--- config.mk ---
export PLATFORM = sky130hd
export DESIGN_NAME = batch_denorm_flat
export DESIGN_NICKNAME = d
export VERILOG_FILES = /design/src/rtl/batch_denorm_if.sv /design/src/rtl/batch_denorm.sv /design/src/flat_wrapper.sv
export SDC_FILE = /design/constraint.sdc
export NUM_CORES = 1
export LEC_CHECK = 0
export ABC_AREA = 1
export CORE_AREA = 2 2 238 146
export CTS_CLUSTER_DIAMETER = 50
export DETAILED_ROUTE_END_ITERATION = 10
export DIE_AREA = 0 0 240 148
export DONT_BUFFER_PORTS = 1
export PLACE_DENSITY = 0.67
export SLEW_MARGIN = 0
export SYNTH_ARGS = -nofsm -noshare
export SYNTH_HDL_FRONTEND = slang
export SYNTH_SLANG_ARGS = --single-unit
--- constraint.sdc ---
create_clock -name i_clk -period 5.37 [get_ports i_clk]
set_input_delay 1.074 -clock i_clk [delete_from_list [all_inputs] [get_ports i_clk]]
set_output_delay 1.074 -clock i_clk [all_outputs]
set_load 0.01 [all_outputs]
--- src/rtl/batch_denorm_if.sv ---
// rtl/batch_denorm_if.sv - operand/result handshake bundle for batch_denorm
interface batch_denorm_if #(
  parameter int DATA_WIDTH = 32
);
  logic                  i_valid;
  logic                  o_ready;
  logic [DATA_WIDTH-1:0] i_denorm_data;
  logic [DATA_WIDTH-1:0] i_denorm_weight;
  logic [DATA_WIDTH-1:0] i_denorm_bias;
  logic                  o_valid;
  logic                  i_ready;
  logic [DATA_WIDTH-1:0] o_denorm_data;
  logic                  o_denorm_overflow;
  logic                  o_denorm_div_zero;

  modport slave (
    input  i_valid, i_denorm_data, i_denorm_weight, i_denorm_bias, i_ready,
    output o_ready, o_valid, o_denorm_data, o_denorm_overflow, o_denorm_div_zero
  );

  modport master (
    output i_valid, i_denorm_data, i_denorm_weight, i_denorm_bias, i_ready,
    input  o_ready, o_valid, o_denorm_data, o_denorm_overflow, o_denorm_div_zero
  );
endinterface

--- src/rtl/batch_denorm.sv ---
// rtl/batch_denorm.sv - x = (y - b) / w in signed-magnitude Q format, restoring divider
module batch_denorm #(
  parameter int DATA_WIDTH     = 32,
  parameter int FRACTION_WIDTH = 15
) (
  input  logic           i_clk,
  input  logic           i_rst_n,
  batch_denorm_if.slave  bus
);
  localparam int MW = DATA_WIDTH - 1;
  localparam int QW = MW + FRACTION_WIDTH;
  localparam int CW = $clog2(QW);

  typedef enum logic [1:0] {S_IDLE, S_SUB, S_DIV, S_DONE} state_t;

  state_t                r_state, w_next;
  logic [DATA_WIDTH-1:0] r_y, r_w, r_b;
  logic [QW-1:0]         r_quo;
  logic [DATA_WIDTH-1:0] r_rem;
  logic [CW-1:0]         r_cnt;
  logic                  r_sign, r_ovf;
  logic [DATA_WIDTH-1:0] r_out_data;
  logic                  r_out_ovf, r_out_dz;

  logic                  w_ready, w_accept;
  logic [MW-1:0]         w_my, w_mb, w_mw;
  logic                  w_sy, w_snb, w_sw_eff, w_w_zero;
  logic [MW:0]           w_d_mag;
  logic                  w_d_sign, w_d_sign_eff, w_res_sign, w_d_sat;
  logic [MW-1:0]         w_d_mag_sat;
  logic [DATA_WIDTH-1:0] w_trial, w_divisor;
  logic                  w_ge, w_last, w_div_ovf;
  logic [QW-1:0]         w_q_final;
  logic [MW-1:0]         w_q_mag;

  assign w_ready  = (r_state == S_IDLE) & i_rst_n;
  assign w_accept = w_ready & bus.i_valid;

  assign w_my     = r_y[MW-1:0];
  assign w_mb     = r_b[MW-1:0];
  assign w_mw     = r_w[MW-1:0];
  assign w_sy     = r_y[DATA_WIDTH-1];
  assign w_snb    = ~r_b[DATA_WIDTH-1];
  assign w_w_zero = (w_mw == '0);
  assign w_sw_eff = r_w[DATA_WIDTH-1] & ~w_w_zero;

  // y - b evaluated as y + (-b) with qadd sign-magnitude rules
  always_comb begin
    w_d_mag  = '0;
    w_d_sign = 1'b0;
    if (w_sy == w_snb) begin
      w_d_mag  = {1'b0, w_my} + {1'b0, w_mb};
      w_d_sign = w_sy;
    end else if (w_my >= w_mb) begin
      w_d_mag  = {1'b0, w_my - w_mb};
      w_d_sign = w_sy;
    end else begin
      w_d_mag  = {1'b0, w_mb - w_my};
      w_d_sign = w_snb;
    end
  end

  assign w_d_sat      = w_d_mag[MW];
  assign w_d_mag_sat  = w_d_sat ? {MW{1'b1}} : w_d_mag[MW-1:0];
  assign w_d_sign_eff = w_d_sign & (w_d_mag != '0);
  assign w_res_sign   = w_d_sign_eff ^ w_sw_eff;

  // The quotient shifts into r_quo from the bottom as dividend bits leave the top
  assign w_divisor = {1'b0, w_mw};
  assign w_trial   = (r_rem << 1) | DATA_WIDTH'(r_quo[QW-1]);
  assign w_ge      = (w_trial >= w_divisor);
  assign w_last    = (r_cnt == CW'(QW - 1));
  assign w_q_final = {r_quo[QW-2:0], w_ge};
  assign w_div_ovf = |w_q_final[QW-1:MW];
  assign w_q_mag   = w_div_ovf ? {MW{1'b1}} : w_q_final[MW-1:0];

  always_ff @(posedge i_clk) begin
    if (!i_rst_n) r_state <= S_IDLE;
    else          r_state <= w_next;
  end

  always_comb begin
    w_next = r_state;
    case (r_state)
      S_IDLE: if (w_accept) w_next = S_SUB;
      S_SUB:  w_next = w_w_zero ? S_DONE : S_DIV;
      S_DIV:  if (w_last) w_next = S_DONE;
      S_DONE: if (bus.i_ready) w_next = S_IDLE;
      default: w_next = S_IDLE;
    endcase
  end

  always_ff @(posedge i_clk) begin
    if (!i_rst_n) begin
      r_y        <= '0;
      r_w        <= '0;
      r_b        <= '0;
      r_quo      <= '0;
      r_rem      <= '0;
      r_cnt      <= '0;
      r_sign     <= 1'b0;
      r_ovf      <= 1'b0;
      r_out_data <= '0;
      r_out_ovf  <= 1'b0;
      r_out_dz   <= 1'b0;
    end else begin
      case (r_state)
        S_IDLE: if (w_accept) begin
          r_y       <= bus.i_denorm_data;
          r_w       <= bus.i_denorm_weight;
          r_b       <= bus.i_denorm_bias;
          r_out_ovf <= 1'b0;
          r_out_dz  <= 1'b0;
        end
        S_SUB: begin
          r_sign <= w_res_sign;
          r_ovf  <= w_d_sat;
          r_rem  <= '0;
          r_cnt  <= '0;
          r_quo  <= {w_d_mag_sat, {FRACTION_WIDTH{1'b0}}};
          if (w_w_zero) begin
            r_out_data <= {w_res_sign, {MW{1'b1}}};
            r_out_ovf  <= 1'b1;
            r_out_dz   <= 1'b1;
          end
        end
        S_DIV: begin
          r_rem <= w_ge ? (w_trial - w_divisor) : w_trial;
          r_quo <= w_q_final;
          r_cnt <= r_cnt + CW'(1);
          if (w_last) begin
            r_out_data <= {r_sign & (w_q_mag != '0), w_q_mag};
            r_out_ovf  <= r_ovf | w_div_ovf;
          end
        end
        default: ;
      endcase
    end
  end

  assign bus.o_ready           = w_ready;
  assign bus.o_valid           = (r_state == S_DONE);
  assign bus.o_denorm_data     = r_out_data;
  assign bus.o_denorm_overflow = r_out_ovf;
  assign bus.o_denorm_div_zero = r_out_dz;
endmodule

--- src/flat_wrapper.sv ---
// flat-port wrapper written by rule: the top's interface ports become plain ports
module batch_denorm_flat 
#(
  parameter int DATA_WIDTH     = 32,
  parameter int FRACTION_WIDTH = 15
)
  (i_clk, i_rst_n, bus_i_valid, bus_i_denorm_data, bus_i_denorm_weight, bus_i_denorm_bias, bus_i_ready, bus_o_ready, bus_o_valid, bus_o_denorm_data, bus_o_denorm_overflow, bus_o_denorm_div_zero);
  batch_denorm_if #(.DATA_WIDTH(DATA_WIDTH)) bus_i ();
  input  logic i_clk;
  input  logic i_rst_n;
  input wire logic [$bits(bus_i.i_valid)-1:0] bus_i_valid;
  input wire logic [$bits(bus_i.i_denorm_data)-1:0] bus_i_denorm_data;
  input wire logic [$bits(bus_i.i_denorm_weight)-1:0] bus_i_denorm_weight;
  input wire logic [$bits(bus_i.i_denorm_bias)-1:0] bus_i_denorm_bias;
  input wire logic [$bits(bus_i.i_ready)-1:0] bus_i_ready;
  output wire logic [$bits(bus_i.o_ready)-1:0] bus_o_ready;
  output wire logic [$bits(bus_i.o_valid)-1:0] bus_o_valid;
  output wire logic [$bits(bus_i.o_denorm_data)-1:0] bus_o_denorm_data;
  output wire logic [$bits(bus_i.o_denorm_overflow)-1:0] bus_o_denorm_overflow;
  output wire logic [$bits(bus_i.o_denorm_div_zero)-1:0] bus_o_denorm_div_zero;
  assign bus_i.i_valid = bus_i_valid;
  assign bus_i.i_denorm_data = bus_i_denorm_data;
  assign bus_i.i_denorm_weight = bus_i_denorm_weight;
  assign bus_i.i_denorm_bias = bus_i_denorm_bias;
  assign bus_i.i_ready = bus_i_ready;
  assign bus_o_ready = bus_i.o_ready;
  assign bus_o_valid = bus_i.o_valid;
  assign bus_o_denorm_data = bus_i.o_denorm_data;
  assign bus_o_denorm_overflow = bus_i.o_denorm_overflow;
  assign bus_o_denorm_div_zero = bus_i.o_denorm_div_zero;
  batch_denorm #(.DATA_WIDTH(DATA_WIDTH), .FRACTION_WIDTH(FRACTION_WIDTH)) u_core (.i_clk(i_clk), .i_rst_n(i_rst_n), .bus(bus_i));
endmodule
# [Yosys cells after proc, flatten, opt, wreduce, memory -nomap -nowiden]
# Index checks and enable logic that the tools add are counted.
[word_totals] ff_bits=217 latch_bits=0 mem_bits_rw=0 rom_bits=0 inputBits=100 output_inout_bits=36 wordCells=74 memories=0
[classes] add_sub_neg=5 multipliers=0 n_div=0 order_cmp=2 n_eq_ne=9 shifts=0 muxes=23 n_bitwise=10 reduce_logical=13
[op_table] cell="$mux W31" count=4
[op_table] cell="$mux W32" count=3
[op_table] cell="$sub A31 B31 Y31" count=3
[op_table] cell="$pmux W46 S2" count=1
[op_table] cell="$pmux W32 S2" count=1
[op_table] cell="$pmux W31 S2" count=1
[op_table] cell="$add A31 B31 Y32" count=1
[op_table] cell="$ge A32 B31 Y1" count=1
[op_table] cell="$or A32 B1 Y32" count=1
[op_table] cell="$reduce_bool A32 Y1" count=1
[op_table] cell="$ge A31 B31 Y1" count=1
[op_table] cell="$logic_not A31 Y1" count=1
[op_table] cell="$reduce_bool A31 Y1" count=1
[op_table] cell="$reduce_or A15 Y1" count=1
[op_table] cell="$pmux W6 S2" count=1
[op_table] cell="$reduce_and A3 Y1" count=3
[op_table] cell="$pmux W2 S4" count=1
[op_table] cell="$add A6 B1 Y6 const B" count=1
[op_table] cell="$eq A6 B6 Y1 const B" count=1
[op_table] cell="$mux W1" count=6
[op_table] cell="$mux W2" count=3
[op_table] cell="$ne A2 B1 Y1 const B" count=3
[op_table] cell="$and A1 B1 Y1" count=5
[op_table] cell="$eq A2 B2 Y1 const B" count=2
[op_table] cell="13 further kinds" count=15

# [Logic depth before layout (Yosys ltp)]
# Gate-level depths: netlist (run 1).
[depth] depth_word=8 mapped_depth=29 ltp_nobuf=28

# [Least setup slack after synthesis (run 1)]
# No wires, ideal clock.
[synth_timing] path_type="register to register" startpoint="register u_core.r_b[1]" endpoint="register u_core.r_sign" setup_ns=0.109 arrival_time_ns=2.646 required_time_ns=5.261 slack_ns=2.615 stages_incl_launch_ff=24 path_buffers=0 period_less_slack_ns=2.755 path_cell_list="dfxtp_1 -> inv_1 -> fa_1 -> or2_2 -> o21ai_2 -> nand2_1 -> nand2_1 -> nand3_1 -> nand2_1 -> nand2_1 -> nand2_1 -> nand2_1 -> nand3_1 -> nand2_1 -> nor2_1 -> nand2_1 -> nor2_1 -> nand3_1 -> nand2_1 -> nand2_1 -> nand2_1 -> nand2_1 -> nand2_1 -> inv_1"
[synth_via] elab_chain_cells=6 word_cells_on_any_way=11 classes_between="add/sub: 3; order compare: 1; mux: 4; bitwise: 2; reduce/logical: 1"
[synth_lines] element="start, declared" line_no="batch_denorm.sv:17" text="logic [DATA_WIDTH-1:0] r_y, r_w, r_b;"
[synth_lines] element="start signal, assigned" line_no="batch_denorm.sv:111" text="r_b <= bus.i_denorm_bias;"
[synth_lines] element="$sub A31 B31 Y31, or another cell as far along" line_no="batch_denorm.sv:58" text="w_d_mag = {1'b0, w_mb - w_my};"
[synth_lines] element="$mux W31" line_no="batch_denorm.sv:54" text="end else if (w_my >= w_mb) begin"
[synth_lines] element="$mux W32" line_no="batch_denorm.sv:51" text="if (w_sy == w_snb) begin"
[synth_lines] element="$reduce_bool A32 Y1" line_no="batch_denorm.sv:65" text="assign w_d_sign_eff = w_d_sign & (w_d_mag != '0);"
[synth_lines] element="$and A1 B1 Y1 (*)" line_no="batch_denorm.sv:65"
[synth_lines] element="$xor A1 B1 Y1 (*)" line_no="batch_denorm.sv:66" text="assign w_res_sign = w_d_sign_eff ^ w_sw_eff;"
[synth_lines] element="end signal, assigned" line_no="batch_denorm.sv:116" text="r_sign <= w_res_sign;"
[synth_lines] element="end, declared" line_no="batch_denorm.sv:21" text="logic r_sign, r_ovf;"
# Mark *: on every way between the ends. The rest lies on a longest branch, timed or not.
# A chain may end at the register's enable or synchronous reset.

# [Worst setup path after layout (run 1)]
[layout_timing] startpoint="register u_core.r_b[2]" endpoint="register u_core.r_out_data[31], in the netlist u_core.bus.o_denorm_data[31]"
[layout_via] elab_chain_cells=8 word_cells_on_any_way=13 classes_between="add/sub: 3; order compare: 1; mux: 6; bitwise: 2; reduce/logical: 1"
[layout_lines] element="$sub A31 B31 Y31, or another cell as far along" line_no="batch_denorm.sv:58"
[layout_lines] element="$mux W31" line_no="batch_denorm.sv:54"
[layout_lines] element="$mux W32" line_no="batch_denorm.sv:51"
[layout_lines] element="$reduce_bool A32 Y1" line_no="batch_denorm.sv:65"
[layout_lines] element="$and A1 B1 Y1 (*)" line_no="batch_denorm.sv:65"
[layout_lines] element="$xor A1 B1 Y1 (*)" line_no="batch_denorm.sv:66"
[layout_lines] element="$mux W32 (*)" line_no="batch_denorm.sv:121" text="if (w_w_zero) begin"
[layout_lines] element="$pmux W32 S2 (*)" line_no="batch_denorm.sv:107" text="case (r_state)"
[layout_lines] element="end signal, assigned" line_no="batch_denorm.sv:122" text="r_out_data <= {w_res_sign, {MW{1'b1}}};"
[layout_lines] element="end signal, assigned" line_no="batch_denorm.sv:132" text="r_out_data <= {r_sign & (w_q_mag != '0), w_q_mag};"
[layout_lines] element="end, declared" line_no="batch_denorm.sv:22" text="logic [DATA_WIDTH-1:0] r_out_data;"
# Mark *: on every way between the ends. The rest lies on a longest branch, timed or not. The select of a mux whose other input is x is not followed.

==> results of run 1 <==
[logic make-up (layout without fill, tap and decap cells)]
| logic type | after synthesis | count (layout) | synth area share (%) |
|---|---|---|---|
| xor+xnor | 50 | 50 | 2.51 |
| flops | 217 | 217 | 24.9 |
| compound gates | 612 | 612 | 19.2 |
| fa+ha+maj | 139 | 139 | 10.2 |
| buf+inv | 503 | 443 | 12.1 |
| simple gates | 1259 | 1259 | 31.0 |
| other cells | 0 | 1 | 0 |
[sequential cells by signal (all words and copies together), names as in the netlist]
register and cells:
u_core.bus.o_denorm_data 32, u_core.bus.o_denorm_div_zero 1, u_core.bus.o_denorm_overflow 1, u_core.r_b 32
u_core.r_cnt 6, u_core.r_ovf 1, u_core.r_quo 46, u_core.r_rem 31
u_core.r_sign 1, u_core.r_state 2, u_core.r_w 32, u_core.r_y 32
[per-layer routing]
layer / GRT usage, % / vias to the layer above / wire length, µm
met5: 0 / - / 0
met4: 5.00 / 0 / 910
met3: 9.95 / 58 / 7470
met2: 44.7 / 848 / 22100
met1: 52.3 / 8156 / 29400
li1: - / 8863 / -
[final cells by class]
type | count | area (µm²)
diodes | 1 | 2.50
inverters | 385 | 1450
clock buffers | 31 | 678
fillers | 3449 | 15100
multi-input cells | 2060 | 11000
flip-flops and latches | 217 | 4340
repair buffers | 12 | 103
clock inverters | 15 | 133
well taps | 459 | 574
[cells in the mapped netlist (all sizes together) (15+ instances only)]
master | number | share of area, %
ha | 135 | 9.7
buf | 43 | 2.2
xnor2 | 15 | 0.75
a21oi | 332 | 9.7
nor4 | 18 | 0.68
xor2 | 35 | 1.8
nor2 | 184 | 4.2
a31oi | 18 | 0.65
nand4 | 32 | 1.2
o221ai | 17 | 0.85
nand3 | 191 | 5.8
clkbuf | 75 | 1.6
o21ai | 191 | 5.6
nor3 | 15 | 0.49
dfxtp | 217 | 25
inv | 381 | 8.2
nand2 | 794 | 18
[report_power, final]
part | switching (W) | internal (W)
clock network | 0.000736 | 0.000961
logic | 0.00455 | 0.00180
registers | 0.000293 | 0.00193
[tightest hold or removal path, cell delays in order, from the launching register on]
cell	delay (ns)
dfxtp_1	0.30
inv_1	0.06
a21oi_1	0.06
[stage by stage]
| stage | instance area [µm²] | total power, W |
|---|---|---|
| after floorplan | 17400 | 0.00672 |
| after global placement | 17400 | 0.00830 |
| after detailed placement | 17400 | 0.00834 |
| after CTS | 18200 | 0.0101 |
| after global routing | 18200 | 0.0110 |
| final | 18200 | 0.0103 |
[how the worst min path moves through the flow]
stage | from | to | slack [ns] | cells after the start
3_5_place_dp | u_core.r_w[31] | u_core.r_w[31] | 0.45 | 2
2_1_floorplan | u_core.r_w[31] | u_core.r_w[31] | 0.43 | 2
4_1_cts | u_core.r_w[31] | u_core.r_w[31] | 0.46 | 2
6_report | u_core.r_w[31] | u_core.r_w[31] | 0.46 | 2
3_3_place_gp | u_core.r_w[31] | u_core.r_w[31] | 0.45 | 2
5_1_grt | u_core.r_rem[14] | u_core.r_rem[14] | 0.49 | 2
==> impl_metrics.csv, run 1 <==
group,metric,value,unit
routing,drc,0,
synthesis,async_flop_share,0,%
routing,drt_first_iter_violations,2052,
floorplan,dieArea,35500,µm²
pwr,power_density,563,nW/µm²
pwr,p_leak,8.90,nW
finish,final_util,54.8,%
synthesis,synth_edf_count,0,
grt,grt_pass1_vias,16300,
floorplan,io_pins,136,
grt,grt_max_degree,123,
finish,synthToLayoutAreaGrowth,4.78,%
worst_setup_path,cp-endpoint,"u_core.bus.o_denorm_data[31]",
grt,grtUsageTotal,33.4,%
synthesis,yosysSeqAreaShare,24.9,%
min_path,hold_path_class,"flip-flop to flip-flop",
clock_tree,numCtsBuffers,25,
flow_run,cap_violations,0,
finish,drive_gt1_share,5.55,%
clock_tree,tritoncts,"yes",
routing,vias,17900,
grt,gr-total-overflow,0,
worst_setup_path,crit_buf_inv,3,
worst_setup_path,crit_fanout,36,
timing,fin_crit_sh,76.6,%
routing,firstDrtPassIters,7,
floorplan,core,33300,µm²
clock_tree,clock-sinks,217,
worst_setup_path,cp_top_family,"simple AND/OR/NAND/NOR gates",
clock_tree,clock_latency,0.55,ns
floorplan,rows,52,
grt,grt_pass1_wl,92900,µm
clock_tree,h-tree-depth,1,
floorplan,die_w,240,µm
place,place_inst,3133,
synthesis,synth_area,17400,µm²
finish,layout.nets,2940,
timing,tightest_slew,1.00,ns
grt,antenna_found_initial,1,
clock_tree,ctsResizeCount,0,
place,hpwl,46900,µm
worst_setup_path,end_kind,"flip-flop",
synthesis,syn-num-nets,3019,
worst_setup_path,critical_path.most_common_cell,"nand2_1",
synthesis,yosysWarnings,0,
synthesis,ys_seq_elements,217,
worst_setup_path,worstPathArrival,4.60,ns
place,place_ws,1.41,ns
synthesis,yosys.cell_types.count,59,
routing,routed_via_density,5.64,
worst_setup_path,path_class,"flip-flop to flip-flop",
place,place_congestion,1.07,
routing,drtAntennaViolNets,0,
timing,postLayoutSetupSlackWorst,1.26,ns
routing,routedWlPerCell,18.8,µm
synthesis,ys_dominant_reg_cell,"dfxtp_1",
pwr,peakVddDrop,0.299,mV
finish,layout_common_cells,"nand2_1, inv_1, a21oi_1, dfxtp_1, o21ai_0",
routing,routed_wl,59900,µm
clock_tree,cts_setup_buffers,0,
worst_setup_path,regToRegEndpoint,"u_core.bus.o_denorm_data[31]",
timing,final_max_slew_viol_count,0,
timing,holdWs,0.463,ns
clock_tree,path_clk_slew,0.07,ns
worst_setup_path,worstPathCellList,"inv_1 -> ha_1 -> nand2_1 -> nand2_1 -> inv_1 -> nand2_1 -> nand2_1 -> nand2_2 -> nand2_2 -> nand2_2 -> nand2_2 -> nand3_4 -> inv_6 -> nand3_2 -> nand3_1 -> nand2_1 -> nor2_1 -> nand2_1 -> nor2_1 -> nand3_1 -> nand3_1 -> nand3_1 -> a21oi_2",
clock_tree,ctsLongestPathBuffers,3,
worst_setup_path,r2r_cells,23,
worst_setup_path,startpoint,"u_core.r_b[2]",
worst_setup_path,ff2ff_setup_slack,1.26,ns
timing,setup_violations,0,
place,numPortBuffers,0,
timing,fin_crit,4.11,ns
timing,maxSlewHeadroom,32.3,%
status,status,"finished, final reports clean",
timing,clock.fmax,243,MHz
clock_tree,cts_hold_buf,0,
clock_tree,clock-root-buffer,"clkbuf_16",
timing,rsz0062_at_grt,"false",
timing,clock_skew,0.0255,ns
worst_setup_path,r2r-start,"u_core.r_b[2]",
finish,final-instance-count-excl-fill,3180,
timing,hold_violations,0,
finish,layout_commonest_cell,"nand2_1",
worst_setup_path,required,5.86,ns
worst_setup_path,path_depth,23,
worst_setup_path,critPathMaxStageDelay,0.49,ns
floorplan,die_h,148,µm
floorplan,initial_utilization,52.3,%
worst_setup_path,slowest_stage,"ha_1",
timing,tns,0,ns
worst_setup_path,cp-start-kind,"flip-flop",
synthesis,avgSynthCellArea,6.26,µm²
synthesis,syn_inst,2780,
Note: power is estimated with default switching activity, not from simulation.
==> run 2: changes to the inputs <==
clock period = 4.15 ns   (was 5.37 ns; I/O delays follow)
==> run 2 against run 1 <==
Clock power rose by 37%; clock skew fell by 0.0048 ns; die area did not move; highest routed layer unchanged.
==> impl_metrics.csv, run 2 (same netlist as run 1, synthesis figures left out) <==
group,metric,value,unit
timing,tightest_slew,1.02,ns
pwr,peakVddDrop,0.401,mV
clock_tree,numCtsBuffers,25,
clock_tree,h-tree-depth,1,
timing,final_max_slew_viol_count,0,
finish,final_util,55.3,%
floorplan,die_w,240,µm
floorplan,core,33300,µm²
place,numPortBuffers,0,
routing,routedWlPerCell,18.4,µm
timing,clock_skew,0.0207,ns
floorplan,rows,52,
grt,grt_max_degree,123,
finish,layout.nets,2955,
clock_tree,cts_setup_buffers,0,
clock_tree,clock-root-buffer,"clkbuf_16",
place,hpwl,46400,µm
timing,rsz0062_at_grt,"false",
timing,fin_crit,3.79,ns
place,place_congestion,1.05,
finish,regMostFlops,"u_core.r_quo",
routing,vias,18000,
place,place_area,17500,µm²
clock_tree,ctsLongestPathBuffers,3,
clock_tree,ctsResizeCount,0,
timing,hold_violations,0,
floorplan,initial_utilization,52.3,%
routing,drtAntennaViolNets,0,
worst_setup_path,cp-start-kind,"flip-flop",
worst_setup_path,crit_buf_inv,5,
clock_tree,clock-sinks,217,
clock_tree,tritoncts,"yes",
routing,drt_first_iter_violations,1987,
grt,gr-total-overflow,0,
timing,tns,0,ns
clock_tree,cts_hold_buf,0,
grt,grt_pass1_vias,16200,
clock_tree,clock_latency,0.55,ns
finish,drive_gt1_share,6.00,%
finish,largest_register_ffs,46,
finish,synthToLayoutAreaGrowth,5.70,%
grt,grt_pass1_wl,91000,µm
timing,holdWs,0.407,ns
finish,layout_common_cells,"nand2_1, inv_1, a21oi_1, dfxtp_1, o21ai_0",
worst_setup_path,critical_path.most_common_cell,"nand2_1",
clock_tree,path_clk_slew,0.06,ns
routing,drc,0,
timing,setup_violations,0,
worst_setup_path,path_class,"flip-flop to flip-flop",
status,status,"finished, final reports clean",
worst_setup_path,end_kind,"flip-flop",
floorplan,io_pins,136,
pwr,power_density,733,nW/µm²
timing,maxSlewHeadroom,31.8,%
worst_setup_path,required,4.61,ns
worst_setup_path,cp_top_family,"simple AND/OR/NAND/NOR gates",
worst_setup_path,critPathMaxStageDelay,0.55,ns
pwr,p_leak,8.99,nW
floorplan,die_h,148,µm
routing,routed_wl,58700,µm
min_path,hold_path_class,"input pin to flip-flop",
pwr,finalPower,0.0135,W
finish,final_cell_area,18400,µm²
timing,clock.fmax,264,MHz
grt,antenna_found_initial,0,
floorplan,dieArea,35500,µm²
finish,layout_commonest_cell,"nand2_1",
timing,fin_crit_sh,91.2,%
routing,firstDrtPassIters,7,
flow_run,cap_violations,0,
grt,grtUsageTotal,32.7,%
worst_setup_path,slowest_stage,"ha_1",
worst_setup_path,worstPathArrival,4.24,ns
worst_setup_path,crit_fanout,19,
routing,routed_via_density,5.64,
-- run 2: path summary, 6_finish.rpt --
kind | cells past startpoint | start | end | slack, ns
hold / removal | 2 | bus_i_denorm_weight[0] | u_core.r_w[0] | 0.41
setup reg to reg | 28 | u_core.r_b[2] | u_core.r_sign | 0.36
setup / recovery | 28 | u_core.r_b[2] | u_core.r_sign | 0.36
hold reg to reg | 2 | u_core.r_w[31] | u_core.r_w[31] | 0.46
-- run 2: worst register-to-register path, delay by kind of cell (launching register included) --
| family | cells | cell delay [ns] |
|---|---|---|
| adder cells (fa/ha/maj) | 1 | 0.55 |
| buffers and inverters | 5 | 0.53 |
| flip-flops | 1 | 0.36 |
| AND/OR/NAND/NOR | 22 | 2.25 |
-- run 2: where the power goes --
group | switching, W | internal (W) | total, W
clock network | 0.000956 | 0.00138 | 0.00233
logic | 0.00587 | 0.00242 | 0.00829
registers | 0.000371 | 0.00249 | 0.00286
total | 0.00720 | 0.00629 | 0.0135
-- run 2: per-stage QoR --
| step | instances | worst slack, ns |
|---|---|---|
| 6_report | 3196 | 0.364 |
| 5_1_grt | 3194 | 0.0911 |
| 4_1_cts | 3194 | 0.403 |
| 3_5_place_dp | 3148 | 0.431 |
| 3_3_place_gp | 3148 | 0.412 |
| 2_1_floorplan | 2780 | 1.40 |
-- run 2: layout make-up --
cell class | count | area (µm²)
fill | 3414 | 14900
multi-input combinational | 2060 | 11000
sequential | 217 | 4340
inverter | 385 | 1450
clock buffer | 34 | 699
tap | 459 | 574
timing repair buffer | 27 | 215
clock inverter | 12 | 156
antenna | 2 | 5.00
-- run 2: routing by layer --
layer | vias up | GRT usage [%] | share of wire, %
met5 | - | 0 | 0
li1 | 8910 | - | -
met1 | 8204 | 52.8 | 51
met3 | 74 | 7.62 | 11
met2 | 836 | 43.1 | 37
met4 | 0 | 5.43 | 1.7
==> run 3: changes to the inputs <==
REMOVE_ABC_BUFFERS = 1   (was default)
==> run 3 against run 2 <==
Worst setup slack lost 0.033 ns; maximum frequency is 0.88% lower; core utilization barely moved; sequential cell count did not move; design area barely moved; critical path depth shrank 4; combinational power is essentially flat.
==> impl_metrics.csv, run 3 (same netlist as run 1, synthesis figures left out) <==
group,metric,value,unit
finish,layout_commonest_cell,"nand2_1",
routing,firstDrtPassIters,6,
timing,fin_crit,3.82,ns
grt,grt_pass1_wl,91300,µm
floorplan,core,33300,µm²
routing,vias,18200,
timing,rsz0062_at_grt,"false",
clock_tree,h-tree-depth,1,
place,place_inst,3145,
clock_tree,clock-sinks,217,
clock_tree,cts_hold_buf,0,
floorplan,io_pins,136,
place,place_congestion,1.04,
routing,drtAntennaViolNets,0,
floorplan,die_h,148,µm
timing,setup_violations,0,
grt,grt_max_degree,123,
flow_run,cap_violations,0,
clock_tree,clock-root-buffer,"clkbuf_16",
pwr,p_switching,0.00718,W
worst_setup_path,worstPathArrival,4.28,ns
finish,multiInputGateArea,11000,µm²
routing,routed_wl,59500,µm
finish,largest_register_ffs,46,
finish,antenna_cells,0,
clock_tree,clock_latency,0.56,ns
timing,clock_skew,0.0225,ns
finish,regArea,4340,µm²
min_path,whs_path_depth,2,
clock_tree,ctsResizeCount,0,
grt,antenna_found_initial,0,
place,place_area,17600,µm²
routing,routedWlPerCell,18.7,µm
floorplan,rows,52,
worst_setup_path,crit_fanout,17,
finish,fillers,3391,
timing,hold_violations,0,
timing,postLayoutSetupSlackWorst,0.330,ns
worst_setup_path,r2r_cells,24,
floorplan,die_w,240,µm
timing,fin_crit_sh,92.0,%
pwr,internal_power,0.00626,W
finish,final_cell_area,18400,µm²
timing,clock.fmax,262,MHz
finish,regMostFlops,"u_core.r_quo",
pwr,swShare,53.4,%
pwr,peakVddDrop,0.342,mV
pwr,finalPower,0.0134,W
floorplan,dieArea,35500,µm²
pwr,clockPowerShare,17.1,%
routing,drc,0,
finish,layout_common_cells,"nand2_1, inv_1, a21oi_1, dfxtp_1, o21ai_0",
finish,final-instance-count-excl-fill,3190,
timing,tightest_slew,0.930,ns
floorplan,initial_utilization,52.3,%
finish,synthToLayoutAreaGrowth,5.66,%
worst_setup_path,path_class,"flip-flop to flip-flop",
worst_setup_path,required,4.61,ns
place,hpwl,46800,µm
clock_tree,ctsLongestPathBuffers,3,
clock_tree,path_clk_slew,0.07,ns
pwr,power_density,731,nW/µm²
timing,maxSlewHeadroom,37.9,%
place,numPortBuffers,0,
grt,grtUsageTotal,32.8,%
timing,tns,0,ns
worst_setup_path,end_kind,"flip-flop",
status,status,"finished, final reports clean",
pwr,combPwrFrac,61.4,%
worst_setup_path,cp-start-kind,"flip-flop",
routing,routed_via_density,5.69,
pwr,pwr-share-seq,21.4,%
grt,gr-total-overflow,0,
place,place_ws,0.432,ns
finish,drive_gt1_share,5.90,%
finish,layout.nets,2952,
timing,final_max_slew_viol_count,0,
routing,drt_first_iter_violations,2019,
clock_tree,tritoncts,"yes",
grt,grt_pass1_vias,16100,
clock_tree,cts_setup_buffers,0,
min_path,hold_path_class,"input pin to flip-flop",
clock_tree,numCtsBuffers,25,
pwr,p_leak,8.98,nW
run 3: changes by cell type in the layout (fill, tap and decap cells not counted):
cell	previous run	this run
inv_6	6	4
clkinv_4	0	1
buf_12	1	4
inv_8	0	1
buf_4	26	20
diode_2	2	0
clkbuf_8	4	2
clkbuf_1	5	4
clkinvlp_4	1	2
clkinv_2	3	4
run 3: final timing paths:
kind              slack (ns)                  start        endpoint
setup / recovery        0.33         u_core.r_b[23]   u_core.r_sign
hold / removal          0.39  bus_i_denorm_data[31]  u_core.r_y[31]
setup reg to reg        0.33         u_core.r_b[23]   u_core.r_sign
hold reg to reg         0.46         u_core.r_w[31]  u_core.r_w[31]
run 3: critical path: stages, from the launching register on:
cell	delay, ns
dfxtp_1	0.35
inv_1	0.07
ha_1	0.61
nand2_1	0.23
nor2_2	0.27
nand2_2	0.12
nor3_2	0.18
nand4_2	0.14
nand3_4	0.24
buf_4	0.23
inv_6	0.11
nand3_1	0.09
nand2_1	0.08
nand2_1	0.09
nand2_1	0.07
nor2_1	0.11
nand2_1	0.07
nor2_1	0.17
nand3_1	0.13
nand2_1	0.07
nand2_1	0.06
nand2_1	0.05
nand2_1	0.05
nand2_1	0.06
inv_1	0.03
run 3: cell type report:
| type | count | area share, % |
|---|---|---|
| multi-input cells | 2060 | 59.6 |
| flip-flops and latches | 217 | 23.6 |
| inverters | 385 | 7.88 |
| clock buffers | 31 | 3.63 |
| well taps | 459 | 3.12 |
| repair buffers | 24 | 1.25 |
| clock inverters | 14 | 0.932 |
run 3: stage by stage:
| stage | utilization [%] | hold WS, ns |
|---|---|---|
| after floorplan | - | 0.429 |
| after global placement | 52.7 | 0.442 |
| after detailed placement | 52.7 | 0.447 |
| after CTS | 55.2 | 0.365 |
| after global routing | 55.2 | 0.371 |
| final | 55.2 | 0.386 |
run 3: metal layers:
layer / up-vias / share of wire (%) / global-route usage [%]
met5: - / 0 / 0
met4: 0 / 1.9 / 6.71
met3: 68 / 11 / 6.74
met2: 860 / 38 / 44.3
met1: 8326 / 50 / 52.1
li1: 8899 / - / -
run 3: power groups by stage:
| stage | sequential (W) | combinational (W) | clock (W) |
|---|---|---|---|
| finish | 0.00288 | 0.00826 | 0.00231 |
| global route | 0.00293 | 0.00903 | 0.00244 |
| CTS | 0.00288 | 0.00799 | 0.00234 |
| detailed placement | 0.00292 | 0.00795 | 0 |
| global placement | 0.00290 | 0.00785 | 0 |
| floorplan | 0.00281 | 0.00552 | 0 |
